==> src/rtl/adc_playback_ctrl.sv <==
// ROM playback sequencer: shared ROM addressing, LATENCY-deep tag pipeline and a credit-managed output FIFO.
// Define ADC_PLAYBACK_LOOP_EN to make frame_count=0 play continuously until stop; otherwise 0 plays one frame.
module adc_playback_ctrl #(
  parameter int DATA_WIDTH = 24,
  parameter int DATA_DEPTH = 512,
  parameter int LATENCY    = 2,
  parameter int NUM_CH     = 8,
  localparam int ADDR_WIDTH = $clog2(DATA_DEPTH)
) (
  input  logic                         clk,
  input  logic                         rst,
  input  logic                         start,
  input  logic                         stop,
  input  logic [15:0]                  frame_count,
  output logic                         rom_en,
  output logic [ADDR_WIDTH-1:0]        rom_addr,
  input  logic [NUM_CH*DATA_WIDTH-1:0] rom_data_i,
  output logic                         m_valid,
  input  logic                         m_ready,
  output logic [NUM_CH*DATA_WIDTH-1:0] m_data,
  output logic                         m_last,
  output logic                         busy,
  output logic                         done,
  output logic [15:0]                  frames_done
);
  localparam int VW         = NUM_CH * DATA_WIDTH;
  localparam int FIFO_DEPTH = LATENCY + 2;
  localparam int PW         = $clog2(FIFO_DEPTH);
  localparam int CW         = $clog2(FIFO_DEPTH + 1);

  localparam logic [1:0] IDLE  = 2'd0;
  localparam logic [1:0] RUN   = 2'd1;
  localparam logic [1:0] DRAIN = 2'd2;

  localparam logic [ADDR_WIDTH-1:0] LAST_ADDR = ADDR_WIDTH'(DATA_DEPTH - 1);
  localparam logic [PW-1:0]         PTR_MAX   = PW'(FIFO_DEPTH - 1);

  logic [1:0]            state_q, state_d;
  logic [ADDR_WIDTH-1:0] addr_q, addr_d;
  logic [15:0]           frame_cnt_q, frame_cnt_d;
  logic [15:0]           target_q, target_d;
  logic                  stop_q, stop_d;
  logic [15:0]           frames_done_q, frames_done_d;
  logic [LATENCY-1:0]    tag_v_q, tag_last_q;
  logic [VW-1:0]         fifo_data_q [FIFO_DEPTH];
  logic                  fifo_last_q [FIFO_DEPTH];
  logic [PW-1:0]         wr_ptr_q, wr_ptr_d, rd_ptr_q, rd_ptr_d;
  logic [CW-1:0]         fifo_count_q, fifo_count_d;

  logic [CW-1:0] inflight;
  logic          issue, is_last_addr, final_frame, start_acc, wr_en, rd_en, pipe_empty;

  always_comb begin
    inflight = '0;
    for (int i = 0; i < LATENCY; i++) inflight = inflight + CW'(tag_v_q[i]);
  end

  // A read may only issue if its sample is guaranteed a FIFO slot on arrival.
  assign issue        = (state_q == RUN) &&
                        (({1'b0, fifo_count_q} + {1'b0, inflight}) < (CW + 1)'(FIFO_DEPTH));
  assign is_last_addr = (addr_q == LAST_ADDR);
  assign pipe_empty   = (inflight == '0) && (fifo_count_q == '0);
  assign wr_en        = tag_v_q[LATENCY-1];
  assign rd_en        = m_valid && m_ready;

`ifdef ADC_PLAYBACK_LOOP_EN
  assign final_frame = (target_q != 16'd0) && (frame_cnt_q + 16'd1 == target_q);
`else
  assign final_frame = (frame_cnt_q + 16'd1 == target_q);
`endif

  always_comb begin
    state_d     = state_q;
    addr_d      = addr_q;
    frame_cnt_d = frame_cnt_q;
    target_d    = target_q;
    stop_d      = stop_q;
    start_acc   = 1'b0;
    case (state_q)
      IDLE: begin
        if (start) begin
          start_acc   = 1'b1;
          state_d     = RUN;
          addr_d      = '0;
          frame_cnt_d = '0;
          stop_d      = 1'b0;
`ifdef ADC_PLAYBACK_LOOP_EN
          target_d    = frame_count;
`else
          target_d    = (frame_count == 16'd0) ? 16'd1 : frame_count;
`endif
        end
      end
      RUN: begin
        if (stop) stop_d = 1'b1;
        if (issue) begin
          addr_d = is_last_addr ? '0 : addr_q + 1'b1;
          if (is_last_addr) begin
            frame_cnt_d = frame_cnt_q + 16'd1;
            if (final_frame || stop_q || stop) state_d = DRAIN;
          end
        end
      end
      DRAIN: begin
        if (pipe_empty) state_d = IDLE;
      end
      default: state_d = IDLE;
    endcase
  end

  always_comb begin
    wr_ptr_d     = wr_en ? ((wr_ptr_q == PTR_MAX) ? '0 : wr_ptr_q + 1'b1) : wr_ptr_q;
    rd_ptr_d     = rd_en ? ((rd_ptr_q == PTR_MAX) ? '0 : rd_ptr_q + 1'b1) : rd_ptr_q;
    fifo_count_d = fifo_count_q;
    if (wr_en && !rd_en) fifo_count_d = fifo_count_q + 1'b1;
    else if (!wr_en && rd_en) fifo_count_d = fifo_count_q - 1'b1;
    frames_done_d = frames_done_q;
    if (start_acc) frames_done_d = '0;
    else if (rd_en && m_last && (frames_done_q != 16'hFFFF)) frames_done_d = frames_done_q + 16'd1;
  end

  always_ff @(posedge clk or posedge rst) begin
    if (rst) begin
      state_q       <= IDLE;
      addr_q        <= '0;
      frame_cnt_q   <= '0;
      target_q      <= '0;
      stop_q        <= 1'b0;
      frames_done_q <= '0;
      wr_ptr_q      <= '0;
      rd_ptr_q      <= '0;
      fifo_count_q  <= '0;
      tag_v_q       <= '0;
      tag_last_q    <= '0;
    end else begin
      state_q       <= state_d;
      addr_q        <= addr_d;
      frame_cnt_q   <= frame_cnt_d;
      target_q      <= target_d;
      stop_q        <= stop_d;
      frames_done_q <= frames_done_d;
      wr_ptr_q      <= wr_ptr_d;
      rd_ptr_q      <= rd_ptr_d;
      fifo_count_q  <= fifo_count_d;
      tag_v_q[0]    <= issue;
      tag_last_q[0] <= is_last_addr;
      for (int i = 1; i < LATENCY; i++) begin
        tag_v_q[i]    <= tag_v_q[i-1];
        tag_last_q[i] <= tag_last_q[i-1];
      end
    end
  end

  // Storage needs no reset: the head is only exposed while the FIFO holds data.
  always_ff @(posedge clk) begin
    if (wr_en) begin
      fifo_data_q[wr_ptr_q] <= rom_data_i;
      fifo_last_q[wr_ptr_q] <= tag_last_q[LATENCY-1];
    end
  end

  assign rom_en      = (state_q != IDLE);
  assign busy        = (state_q != IDLE);
  assign rom_addr    = addr_q;
  assign done        = (state_q == DRAIN) && pipe_empty;
  assign m_valid     = (fifo_count_q != '0);
  assign m_data      = m_valid ? fifo_data_q[rd_ptr_q] : '0;
  assign m_last      = m_valid && fifo_last_q[rd_ptr_q];
  assign frames_done = frames_done_q;

endmodule

==> config.mk <==
export PLATFORM = sky130hd
export DESIGN_NAME = adc_playback_ctrl
export DESIGN_NICKNAME = d
export VERILOG_FILES = /design/src/rtl/adc_playback_ctrl.sv
export SDC_FILE = /design/constraint.sdc
export NUM_CORES = 1
export LEC_CHECK = 0
export BUFFER_PORTS_ARGS = -buffer_cell sky130_fd_sc_hd__buf_4
export CORE_ASPECT_RATIO = 1.5
export CORE_UTILIZATION = 58
export DETAILED_ROUTE_END_ITERATION = 8
export PLACE_DENSITY = 0.77
export SLEW_MARGIN = 20
export SYNTH_ARGS = -nofsm -noshare
export SYNTH_HDL_FRONTEND = slang
export SYNTH_SLANG_ARGS = --single-unit
==> constraint.sdc <==
create_clock -name clk -period 6.6 [get_ports clk]
set_input_delay 0.33 -clock clk [delete_from_list [all_inputs] [get_ports clk]]
set_output_delay 0.33 -clock clk [all_outputs]
set_load 0.01 [all_outputs]
==> results of run 1 <==
-- worst max-delay path, cell delays in order, from the launching register on --
cell,delay [ps]
sky130_fd_sc_hd__dfrtp_1,480
sky130_fd_sc_hd__ha_1,240
sky130_fd_sc_hd__ha_1,290
sky130_fd_sc_hd__a311oi_1,710
sky130_fd_sc_hd__mux2i_1,190
sky130_fd_sc_hd__nor2_2,490
sky130_fd_sc_hd__nand2_1,500
sky130_fd_sc_hd__o21ai_0,330
sky130_fd_sc_hd__o41ai_1,120
-- per-layer routing --
| metal | share of wire | up-vias | routed length (microns) | track usage |
|---|---|---|---|---|
| met2 | 0.53 | 704 | 39830 | 0.4450 |
| met1 | 0.37 | 9233 | 27420 | 0.3164 |
| met5 | 0.00061 | - | 46 | 0 |
| met3 | 0.071 | 141 | 5321 | 0.06305 |
| met4 | 0.032 | 8 | 2362 | 0.1000 |
| li1 | - | 7870 | - | - |
-- flip-flops by register name, indices dropped and copies added (netlist names), 3 cells and up --
register and flops:
frames_done 16, frame_cnt_q 16, rom_addr 9, fifo_count_q 3
target_q 16, fifo_data_q 768, fifo_last_q 4
-- through the flow --
stage	utilization	hold slack, ps	setup slack [ps]	instance area [sq um]	power [mW]
finish	0.7440	-1.678	3108	41740	18.71
floorplan	-	331.2	1012	33080	11.56
global placement	0.6618	391.8	3334	37130	14.18
global route	0.7440	85.12	2740	41740	19.51
detailed placement	0.6618	414.7	3161	37130	14.29
CTS	0.7430	24.15	2971	41680	18.78
-- power breakdown --
part / total [mW] / internal (mW) / switching [mW]
Combinational: 6.76 / 3.31 / 3.45
Sequential: 7.58 / 7.13 / 0.446
Clock: 4.36 / 2.48 / 1.89
Total: 18.7 / 12.9 / 5.78
-- cell families after synthesis --
logic type,after synthesis,share of synthesized area
adder cells (fa/ha/maj),14,0.005522
buffers and inverters,105,0.01343
flip-flops,843,0.7544
AO/OA/AOI/OAI,81,0.01554
AND/OR/NAND/NOR,355,0.06293
XOR/XNOR,37,0.009795
multiplexers,214,0.1384
-- final cells by class --
| type | count | area, sq um |
|---|---|---|
| Antenna cell | 12 | 30.03 |
| Clock buffer | 92 | 2026 |
| Clock inverter | 46 | 432.9 |
| Fill cell | 3121 | 14360 |
| Inverter | 17 | 66.31 |
| Multi-Input combinational cell | 701 | 7694 |
| Sequential cell | 843 | 24970 |
| Tap cell | 756 | 945.9 |
| Timing Repair Buffer | 659 | 5578 |
-- placed cells by master, fill, tap and decap left out, types with 4 or more instances in the layout --
master                          synthesis  layout
sky130_fd_sc_hd__clkinv_1               0      14
sky130_fd_sc_hd__nand3_1               21      21
sky130_fd_sc_hd__diode_2                0      12
sky130_fd_sc_hd__o31ai_1                5       5
sky130_fd_sc_hd__buf_4                  2     442
sky130_fd_sc_hd__clkbuf_1              42      13
sky130_fd_sc_hd__nor2_1                37      36
sky130_fd_sc_hd__nor3_1                10      10
sky130_fd_sc_hd__nand2_1               31      31
sky130_fd_sc_hd__buf_12                 0       7
sky130_fd_sc_hd__dfrtp_1               71      69
sky130_fd_sc_hd__clkinv_2               0      16
sky130_fd_sc_hd__nand4_1               10      10
sky130_fd_sc_hd__and2_4                 0       4
sky130_fd_sc_hd__clkbuf_16              0      79
sky130_fd_sc_hd__bufinv_16              0       7
sky130_fd_sc_hd__and3_1                12      12
sky130_fd_sc_hd__or3_1                  8       8
sky130_fd_sc_hd__dlygate4sd3_1          0     209
sky130_fd_sc_hd__a21oi_1               17      17
sky130_fd_sc_hd__mux2_2                17      17
sky130_fd_sc_hd__mux4_2               193     193
sky130_fd_sc_hd__nor4_1                 9       9
sky130_fd_sc_hd__mux2i_1                4       4
sky130_fd_sc_hd__inv_1                 17      15
sky130_fd_sc_hd__edfxtp_1             772     772
sky130_fd_sc_hd__xnor2_1               20      20
sky130_fd_sc_hd__ha_1                  13      13
sky130_fd_sc_hd__and2_1               198     194
sky130_fd_sc_hd__o21ai_0               34      34
sky130_fd_sc_hd__xor2_1                17      17
-- worst max path at each step --
stage,depth (start not counted),endpoint,slack (ps),from
floorplan,3,fifo_data_q[0][0]$_DFFE_PP_,1010,wr_ptr_q[0]$_DFFE_PP0P_
global placement,8,frame_cnt_q[11]$_DFFE_PP0P_,3330,tag_v_q[1]$_DFF_PP0_
detailed placement,8,frame_cnt_q[5]$_DFFE_PP0P_,3160,tag_v_q[1]$_DFF_PP0_
CTS,5,m_data[96],2970,fifo_count_q[0]$_DFFE_PP0P_
global route,8,frame_cnt_q[4]$_DFFE_PP0P_,2740,tag_v_q[1]$_DFF_PP0_
finish,8,frame_cnt_q[9]$_DFFE_PP0P_,3110,tag_v_q[1]$_DFF_PP0_
==> metrics list, run 1 <==
- Half-perimeter wire length of the detailed placement result: 42710 microns
- Slew headroom: 0.3039
* Residual DRC count: 0
- The total overflow left after global routing is 0.
- The cell area that synthesis handed to floorplanning was 33080 sq um.
- Counting flops with a built-in enable in the synthesized netlist gives 772.
* Required time of the critical path: 7050 ps
- The analysis attributes to cell leakage a power of 14.74 nW.
* Area of the placeable core: 56100 sq um
- Along the worst path, the maximum fanout reaches 18.
* FMAX: 286.4 MHz
* Global-route wire length before repair: 111300 microns
* Worst hold slack across all endpoints: -1.678 ps
* Total negative slack: 0 ps
- Summed over all instances, the cell type with the most area after synthesis is sky130_fd_sc_hd__edfxtp_1.
- Synth-to-layout area growth: 26.16%
- The final hold violation count is 1.
- List of most frequent post-synthesis cells: 772 x sky130_fd_sc_hd__edfxtp_1, 198 x sky130_fd_sc_hd__and2_1, 193 x sky130_fd_sc_hd__mux4_2, 71 x sky130_fd_sc_hd__dfrtp_1, 42 x sky130_fd_sc_hd__clkbuf_1
* Final max-slew violation count: 0
- Final RePlAce weighted congestion: 0.8518
* Chip Width: 197.0 microns
* Final period demand of the worst path: 3492 ps
- At the pin with the least slew margin, the transition time is 1044 ps.
- Result of the run: finished, violations left
* Number of vias after detailed routing: 17956
* Final cell count without fillers: 3126
- Counting every instance in the synthesized netlist gives 1649.
* Die outline area: 58020 sq um
- Hold-fix buffer count after cts: 209
- The number of clock buffers added by TritonCTS is 77.
* Via density: 5.744
* Wire length reported by the detailed router: 74980 microns
* Number of unique standard cell types used by synthesis: 59
- Total power density per cell area: 448.2 nW/um^2
- Pin count of the biggest net entering global routing: 110
* Sinks on Clock Net: 843
* Cell at the root of the clock tree: sky130_fd_sc_hd__clkbuf_16
- In the post-synthesis netlist, the biggest area contributors are sky130_fd_sc_hd__edfxtp_1 70%, sky130_fd_sc_hd__mux4_2 13%, sky130_fd_sc_hd__dfrtp_1 5.4%.
- Count of boundary I/O pins: 435
* Primary flip-flop cell chosen by synthesis mapping: sky130_fd_sc_hd__edfxtp_1
* Later-pin clock latency in the skew report: 610 ps
- DR iter-0 viols: 1026
* Reg-to-reg endpoint: frame_cnt_q[9]$_DFFE_PP0P_
- In the post-synthesis netlist, the cell with the most instances is sky130_fd_sc_hd__edfxtp_1.
- Count of buffers inserted at the top-level ports: 434
- Antenna violations before repair: 14
- Type of the worst min-delay path: in2async
- Once the clock tree was built, the setup fixing pass inserted 0 buffers.
- Via count of the first global-routing pass: 19054
- The net count of the finished layout is 2526.
- In this run the critical register-to-register path is launched from tag_v_q[1]$_DFF_PP0_.
- In the global route stage, overall resource usage came out at 0.2587.
- First-pass iteration count of the detailed router: 5
- Counting tap cells, the placed design contains a total of 2766 instances.
* Mean post-synth cell area: 20.06 sq um
- Post-Route Skew: 14.57 ps
- Initial core utilization: 0.5897
* Bufs on Longest Clock Path: 3
* YS warnings: 0
- After detailed routing, the average wire length per cell comes to 23.99 microns.
* # rows: 106
- Clock tree from TritonCTS: yes
- Once the clock tree was built, the resizer swapped 0 gates to a different size.
* Nature of the critical path endpoint: flip-flop
- Net count of the mapped netlist: 1876
- The final reports fail on negative hold slack.
- The worst-case IR drop observed on VDD is 440.9 uV.
- The worst setup path is launched from a flip-flop.
* Worst setup path class: reg2reg
* Flip-flop and latch count after synthesis: 843
* Worst Path Arrival: 3950 ps
- Max Cap Viol: 0
* Height of the chip: 294.5 microns
* Unrepaired setup endpoints after global routing: false
- Synth top area share: 0.7007
- Depth of the worst register-to-register path: 8
- Share of flip-flops with an asynchronous set or reset: 0.08422
- The setup check on the worst reg-to-reg path leaves a slack of 3110 ps.
* Post-DRT Antenna Nets: 0
- Of the synthesized area, sequential elements account for 0.7544.
- Fraction of final layout cells with drive strength greater than 1: 0.3355
- The H-tree generated during clock tree synthesis spans 3 levels.
- Setup violations remaining at the end of the flow were counted as 0.
- Of the available clock period, the critical path in the final layout requires 0.5291.
* Clock Pin Slew Worst Setup and Hold Paths: 60 ps
No activity file was read; power rests on OpenSTA's default activity.
==> run 2: changes to the inputs <==
==> constraint.sdc (replaced) <==
create_clock -name clk -period 3.5 [get_ports clk]
set_input_delay 0.175 -clock clk [delete_from_list [all_inputs] [get_ports clk]]
set_output_delay 0.175 -clock clk [all_outputs]
set_load 0.01 [all_outputs]
==> metrics list, run 2 (synthesized netlist as in run 1, its figures left out) <==
* Nature of the critical path endpoint: primary output
- Before CTS, the worst setup slack after placement is 649.6 ps.
- The clock drives 843 sinks.
- R2R Path Start: tag_v_q[1]$_DFF_PP0_
- Worst setup path class: reg2out
- Final net count: 2549
- The max-slew violation count is 0.
- Post-DRT Antenna Nets: 0
* Commonest non-fill, non-tap cell in the layout: sky130_fd_sc_hd__edfxtp_1
- The startpoint identified for the worst hold timing path is rom_data_i[135].
* Final RePlAce weighted congestion: 0.8918
* Result of the run: finished clean
- Nature of the critical path startpoint: flip-flop
* Pin slew with the least headroom to its limit: 950.9 ps
- Summing over every cut layer, the via total after detailed routing is 18206.
- In this run, CTS created clock tree buffers numbering 77.
- In this run the core area contains 106 standard-cell rows.
* Final period demand of the worst path: 3044 ps
- Fraction of final layout cells with drive strength greater than 1: 0.3412
- DP Area: 37470 sq um
- Global router's overall resource usage: 0.2683
- The share of total power dissipated in sequential elements is 0.400.
- The first global-routing pass estimated 114500 microns of wire.
- Total grt overflow: 0
* Slew headroom: 0.3661
* Total count of hold-check failures in the final report: 0
- Wire length reported by the detailed router: 76970 microns
* Residual DRC count: 0
- Later-pin clock latency in the skew report: 630 ps
* Height of the chip: 294.5 microns
- For this configuration, the core starts out at a cell density of 0.5897.
- The longest clock path from root to sink contains 3 buffers.
* Worst Path Arrival: 2870 ps
- Peak fanout along the critical path: 82
- Setup repair after global routing left no endpoint under its margin.
* Cell at the root of the clock tree: sky130_fd_sc_hd__clkbuf_16
- The number of global-route vias before repair came to 19273.
- Setup slack closes at 456.4 ps.
* Die outline area: 58020 sq um
- Clock-pin slew was measured on the worst setup and hold paths at 70 ps.
- In the routed layout, each cell is associated on average with a via count of 5.785.
* Wire per inst: 24.46 microns
- Count of endpoints failing setup in the final report: 0
- TritonCTS built the clock tree.
- Area occupied by multi-input gates: 7694 sq um
* Half-perimeter wire length of the detailed placement result: 44370 microns
* Largest register FFs: 768
* Pin count of the biggest net entering global routing: 189
- Clock group share of total power: 0.237
- The clock tree synthesis step divided the H-tree into 3 levels.
- The top cell types in the final layout, fill and taps aside, are 772 x sky130_fd_sc_hd__edfxtp_1, 447 x sky130_fd_sc_hd__buf_4, 213 x sky130_fd_sc_hd__dlygate4sd3_1.
- Proportion of power drawn by combinational gates: 0.363
- Max-cap violations in this run came to 0.
- The finished cells cover 42180 sq um.
- Antenna violations before repair: 10
- Buffers placed on the I/O ports in this run total 434.
- The clock arrives with 21.14 ps of skew.
- In this run the post-CTS setup repair buffer count came out at 0.
- Power spread over the standard cell area amounts to 849.2 nW/um^2.
- In this run the standard cell core region covers 56100 sq um.
- Total area of sequential cells: 24970 sq um
* Count of boundary I/O pins: 435
* FMAX: 328.6 MHz
- Type of the worst min-delay path: in2reg
* Fill cell instance count of the final layout: 3070
* Synth-to-layout area growth: 27.49%
- Net switching power of the design: 11.11 mW
- First-pass iteration count of the detailed router: 5
- More flip-flops sit in one register than any other, and that register is fifo_data_q.
- In this run the static leakage power is 14.93 nW.
* Total negative slack: 0 ps
* Chip Width: 197.0 microns
* Launching instance or port of the critical path: rd_ptr_q[1]$_DFFE_PP0P_
- Portion of the clock cycle consumed by the worst path in the final layout: 0.8696
- Sw frac: 0.3100
- The worst-case IR drop observed on VDD is 636.3 uV.
* Required time of the critical path: 3320 ps
- DR iter-0 viols: 1118
- Internal power comes to 24.71 mW.
run 2: power groups by stage:
stage	Sequential, mW	Combinational [mW]	Clock, mW
floorplan	14.2	7.32	0
global placement	14.3	12.7	0
detailed placement	14.5	12.8	0
CTS	14.3	13.1	8.57
global route	14.5	13.9	8.97
finish	14.3	13.0	8.48
run 2: timing repair:
| action | in CTS | in global routing |
|---|---|---|
| endpoints found under the hold margin | 828 | 0 |
| setup endpoints to repair | 0 | 0 |
| hold buffers | 213 | 0 |
| resized for setup | 0 | 0 |
run 2: per-layer routing:
| layer | up-vias | GRT usage | part of all wire |
|---|---|---|---|
| li1 | 7917 | - | - |
| met1 | 9264 | 0.3129 | 0.35 |
| met2 | 851 | 0.4739 | 0.53 |
| met3 | 168 | 0.06053 | 0.075 |
| met4 | 6 | 0.1187 | 0.039 |
| met5 | - | 0 | 0.00044 |
run 2: path summary, 6_finish.rpt:
kind | endpoint | depth (start not counted) | slack, ps
min | fifo_data_q[3][135]$_DFFE_PP_ | 2 | 290
max in group asynchronous | frame_cnt_q[15]$_DFFE_PP0P_ | 4 | 2240
min in group asynchronous | frames_done[3]$_DFFE_PP0P_ | 3 | 320
max | m_data[85] | 4 | 460
max reg2reg | frame_cnt_q[4]$_DFFE_PP0P_ | 9 | 560
min reg2reg | tag_v_q[1]$_DFF_PP0_ | 0 | 410
run 2: final cells by class:
type	instances	area share
diodes	8	0.0004746
inverters	17	0.001572
clock buffers	97	0.04915
repair buffers	682	0.1405
clock inverters	43	0.01154
well taps	756	0.02243
flip-flops and latches	843	0.5919
multi-input cells	701	0.1824
run 2: stage by stage:
step | hold slack (ps) | cells | power (mW) | utilization
after floorplan | 273.9 | 1649 | 21.57 | -
after global placement | 372.4 | 2786 | 27.01 | 0.6679
after detailed placement | 377.1 | 2786 | 27.26 | 0.6679
after CTS | 265.1 | 3139 | 35.96 | 0.7515
after global routing | 269.2 | 3147 | 37.33 | 0.7519
final | 294.7 | 3147 | 35.82 | 0.7519
run 2: worst max-delay path, cell delays in order, from the launching register on:
cell and delay, ps:
sky130_fd_sc_hd__dfrtp_4 870, sky130_fd_sc_hd__buf_12 480, sky130_fd_sc_hd__mux4_2 390, sky130_fd_sc_hd__and2_1 200, sky130_fd_sc_hd__buf_4 160
==> run 3: changes to the inputs <==
--- a/config.mk
+++ b/config.mk
@@ -9,6 +9,7 @@
 export CORE_ASPECT_RATIO = 1.5
 export CORE_UTILIZATION = 58
 export DETAILED_ROUTE_END_ITERATION = 8
+export GPL_TIMING_DRIVEN = 0
 export PLACE_DENSITY = 0.77
 export SLEW_MARGIN = 20
 export SYNTH_ARGS = -nofsm -noshare
==> metrics list, run 3 (synthesized netlist as in run 1, its figures left out) <==
- In this run the critical register-to-register path is captured at frame_cnt_q[13]$_DFFE_PP0P_.
- Highest-count cells in the layout ignoring fill and taps: 772 x sky130_fd_sc_hd__edfxtp_1, 436 x sky130_fd_sc_hd__buf_4, 212 x sky130_fd_sc_hd__dlygate4sd3_1
- Count of buffers inserted at the top-level ports: 434
- Worst setup path class: reg2reg
- Post-Route Skew: 18.97 ps
- In the routed design, unresolved DRC markers number 0.
- Count of endpoints failing setup in the final report: 0
- The flow ran to the end, and the final reports show no timing, DRC or antenna violations.
* Total power density per cell area: 843.1 nW/um^2
- Cell with the biggest individual delay on the critical path: sky130_fd_sc_hd__a311oi_1
- Clock group share of total power: 0.227
* Net switching power of the design: 11.13 mW
* Unrepaired setup endpoints after global routing: false
- Depth of the worst register-to-register path: 9
- Total grt overflow: 0
- Synth-to-layout area growth: 28.02%
- STA classifies the critical path startpoint as a flip-flop.
- The largest single stage delay on the critical path is 690 ps.
* Number of stages on the worst hold path: 3
* DP Cell Count: 2860
- The routed layout has 18486 vias.
* Crit-path most repeated cell: sky130_fd_sc_hd__ha_1
* Global router's overall resource usage: 0.2721
- Die outline area: 58020 sq um
- Min setup slack post-route: 129.1 ps
- Largest register FFs: 768
- Pin slew with the least headroom to its limit: 831.6 ps
- Worst hold slack across all endpoints: 51.57 ps
* Total area of sequential cells: 24960 sq um
* Wire length reported by the detailed router: 77780 microns
- The longest clock path from root to sink contains 3 buffers.
- Area occupied by multi-input gates: 7691 sq um
- Via count of the first global-routing pass: 19791
* Leakage power: 15.05 nW
- Internal: 24.58 mW
- Of the available clock period, the critical path in the final layout requires 0.9631.
* Final max-slew violation count: 0
- Total count of hold-check failures in the final report: 0
- For this run, the detailed router's first-pass iteration total came to 5.
- The tool flagged a number of max-cap violations equal to 0.
* Launch point of the worst hold path: m_ready
- From bottom edge to top edge, the die measures 294.5 microns.
* Cell at the root of the clock tree: sky130_fd_sc_hd__clkbuf_16
- The first global-routing pass estimated 116200 microns of wire.
* Half-perimeter wire length of the detailed placement result: 49300 microns
* Type of the worst min-delay path: in2reg
- Placement-stage worst setup slack: 241.0 ps
- Wire per inst: 24.18 microns
* Fill cell instance count of the final layout: 3136
* Via density: 5.746
- Final cell count without fillers: 3217
* # rows: 106
* Pin count of the biggest net entering global routing: 46
* FMAX: 296.7 MHz
- STA puts the critical path data arrival time at 3840 ps.
- More flip-flops sit in one register than any other, and that register is fifo_data_q.
- Of all nets on the critical path, the largest fanout is 10.
- The total area inside the core boundary comes to 56100 sq um.
- Once layout is complete, the utilization of the core stands at 0.7549.
* Later-pin clock latency in the skew report: 610 ps
- Sinks on Clock Net: 843
* Setup slack, reg-to-reg: 130 ps
* Proportion of power drawn by combinational gates: 0.378
* Nature of the critical path endpoint: flip-flop
- Measured against its own limit, the worst slew margin works out to 0.4456.
- In the final layout, the share of cells above drive strength 1 is 0.3366.
- Clock Pin Slew Worst Setup and Hold Paths: 70 ps
- Leaving out fill and tap cells, the most frequent cell in the layout is sky130_fd_sc_hd__edfxtp_1.
- The congestion estimate from routability-driven global placement came to 0.8401.
* Count of boundary I/O pins: 435
- Required time of the critical path: 3970 ps
* Min-Delay Endpoint: rd_ptr_q[0]$_DFFE_PP0P_
* Total number of H-tree levels: 3
* Final period demand of the worst path: 3371 ps
* R2R Path Start: tag_v_q[1]$_DFF_PP0_
- Of the total power, the share spent switching nets is 0.3117.
* Worst voltage drop across the vdd grid: 729.3 uV
* Clock tree from TritonCTS: yes
- Final net count: 2621
- Cts bufs inserted: 76
- For this block, the initial DRC count from the detailed router was 1032.
- For this configuration, the core starts out at a cell density of 0.5897.
* Worst path cell trace: ha_1, ha_1, a311oi_1, mux2i_1, nor2_2, nand2_1, buf_2, o21ai_0, o31ai_1
- The share of total power dissipated in sequential elements is 0.396.
- Post-DRT Antenna Nets: 0
* Antenna violations before repair: 9
- In this run the horizontal extent of the chip is 197.0 microns.
-- run 3: worst max-delay path: cells and delay by family (launching register included) --
| kind | cells | cell delay [ps] |
|---|---|---|
| buffers and inverters | 1 | 290 |
| muxes | 1 | 190 |
| DFF | 1 | 490 |
| and+or+nand+nor | 2 | 610 |
| adders and majority gates | 2 | 510 |
| AOI/OAI and AO/OA | 3 | 1140 |
-- run 3: worst max-delay path by stage --
| stage | end | depth (start not counted) | slack (ps) | startpoint |
|---|---|---|---|---|
| 2_1_floorplan | fifo_data_q[2][0]$_DFFE_PP_ | 3 | 80 | wr_ptr_q[0]$_DFFE_PP0P_ |
| 3_3_place_gp | fifo_data_q[2][92]$_DFFE_PP_ | 3 | -1790 | wr_ptr_q[0]$_DFFE_PP0P_ |
| 3_5_place_dp | frame_cnt_q[13]$_DFFE_PP0P_ | 9 | 240 | tag_v_q[1]$_DFF_PP0_ |
| 4_1_cts | m_data[46] | 6 | 20 | rd_ptr_q[0]$_DFFE_PP0P_ |
| 5_1_grt | m_data[127] | 6 | 10 | rd_ptr_q[1]$_DFFE_PP0P_ |
| 6_report | frame_cnt_q[13]$_DFFE_PP0P_ | 9 | 130 | tag_v_q[1]$_DFF_PP0_ |
-- run 3: per-stage QoR --
| stage | instance area, sq um | power [mW] | TNS, ps |
|---|---|---|---|
| 6_report | 42350 | 35.71 | 0 |
| 5_1_grt | 42350 | 37.21 | 0 |
| 4_1_cts | 42330 | 35.85 | 0 |
| 3_5_place_dp | 37800 | 27.49 | 0 |
| 3_3_place_gp | 37290 | 27.16 | -1345930 |
| 2_1_floorplan | 33090 | 21.57 | 0 |
-- run 3: power by group through the flow --
stage	registers (mW)	clock network [mW]	logic, mW
floorplan	14.2	0	7.32
detailed placement	14.3	0	13.2
global route	14.3	8.59	14.3
finish	14.1	8.10	13.5
CTS	14.1	8.22	13.5
global placement	14.5	0	12.7
-- run 3: metal layers --
| metal | wire length, microns | vias to the layer above | global-route usage |
|---|---|---|---|
| met2 | 41600 | 733 | 0.4809 |
| li1 | - | 8082 | - |
| met4 | 3537 | 6 | 0.1352 |
| met3 | 4989 | 185 | 0.05687 |
| met5 | 41 | - | 0 |
| met1 | 27610 | 9480 | 0.3137 |
-- run 3: area by class of cell --
cell class,count,area share
antenna,7,0.0004136
buffer,88,0.009129
clock buffer,93,0.04665
clock inverter,45,0.01013
inverter,17,0.001566
multi-input combinational,701,0.1816
sequential,843,0.5893
tap,756,0.02233
timing repair buffer,667,0.1389
-- run 3: what timing repair did --
item                                    in CTS  in global routing
hold endpoints to repair                   858                  0
pin swaps                                    0                  0
buffers inserted                             0                  0
endpoints found under the setup margin     100                108
hold buffers                               212                  0
resized for setup                            1                  6
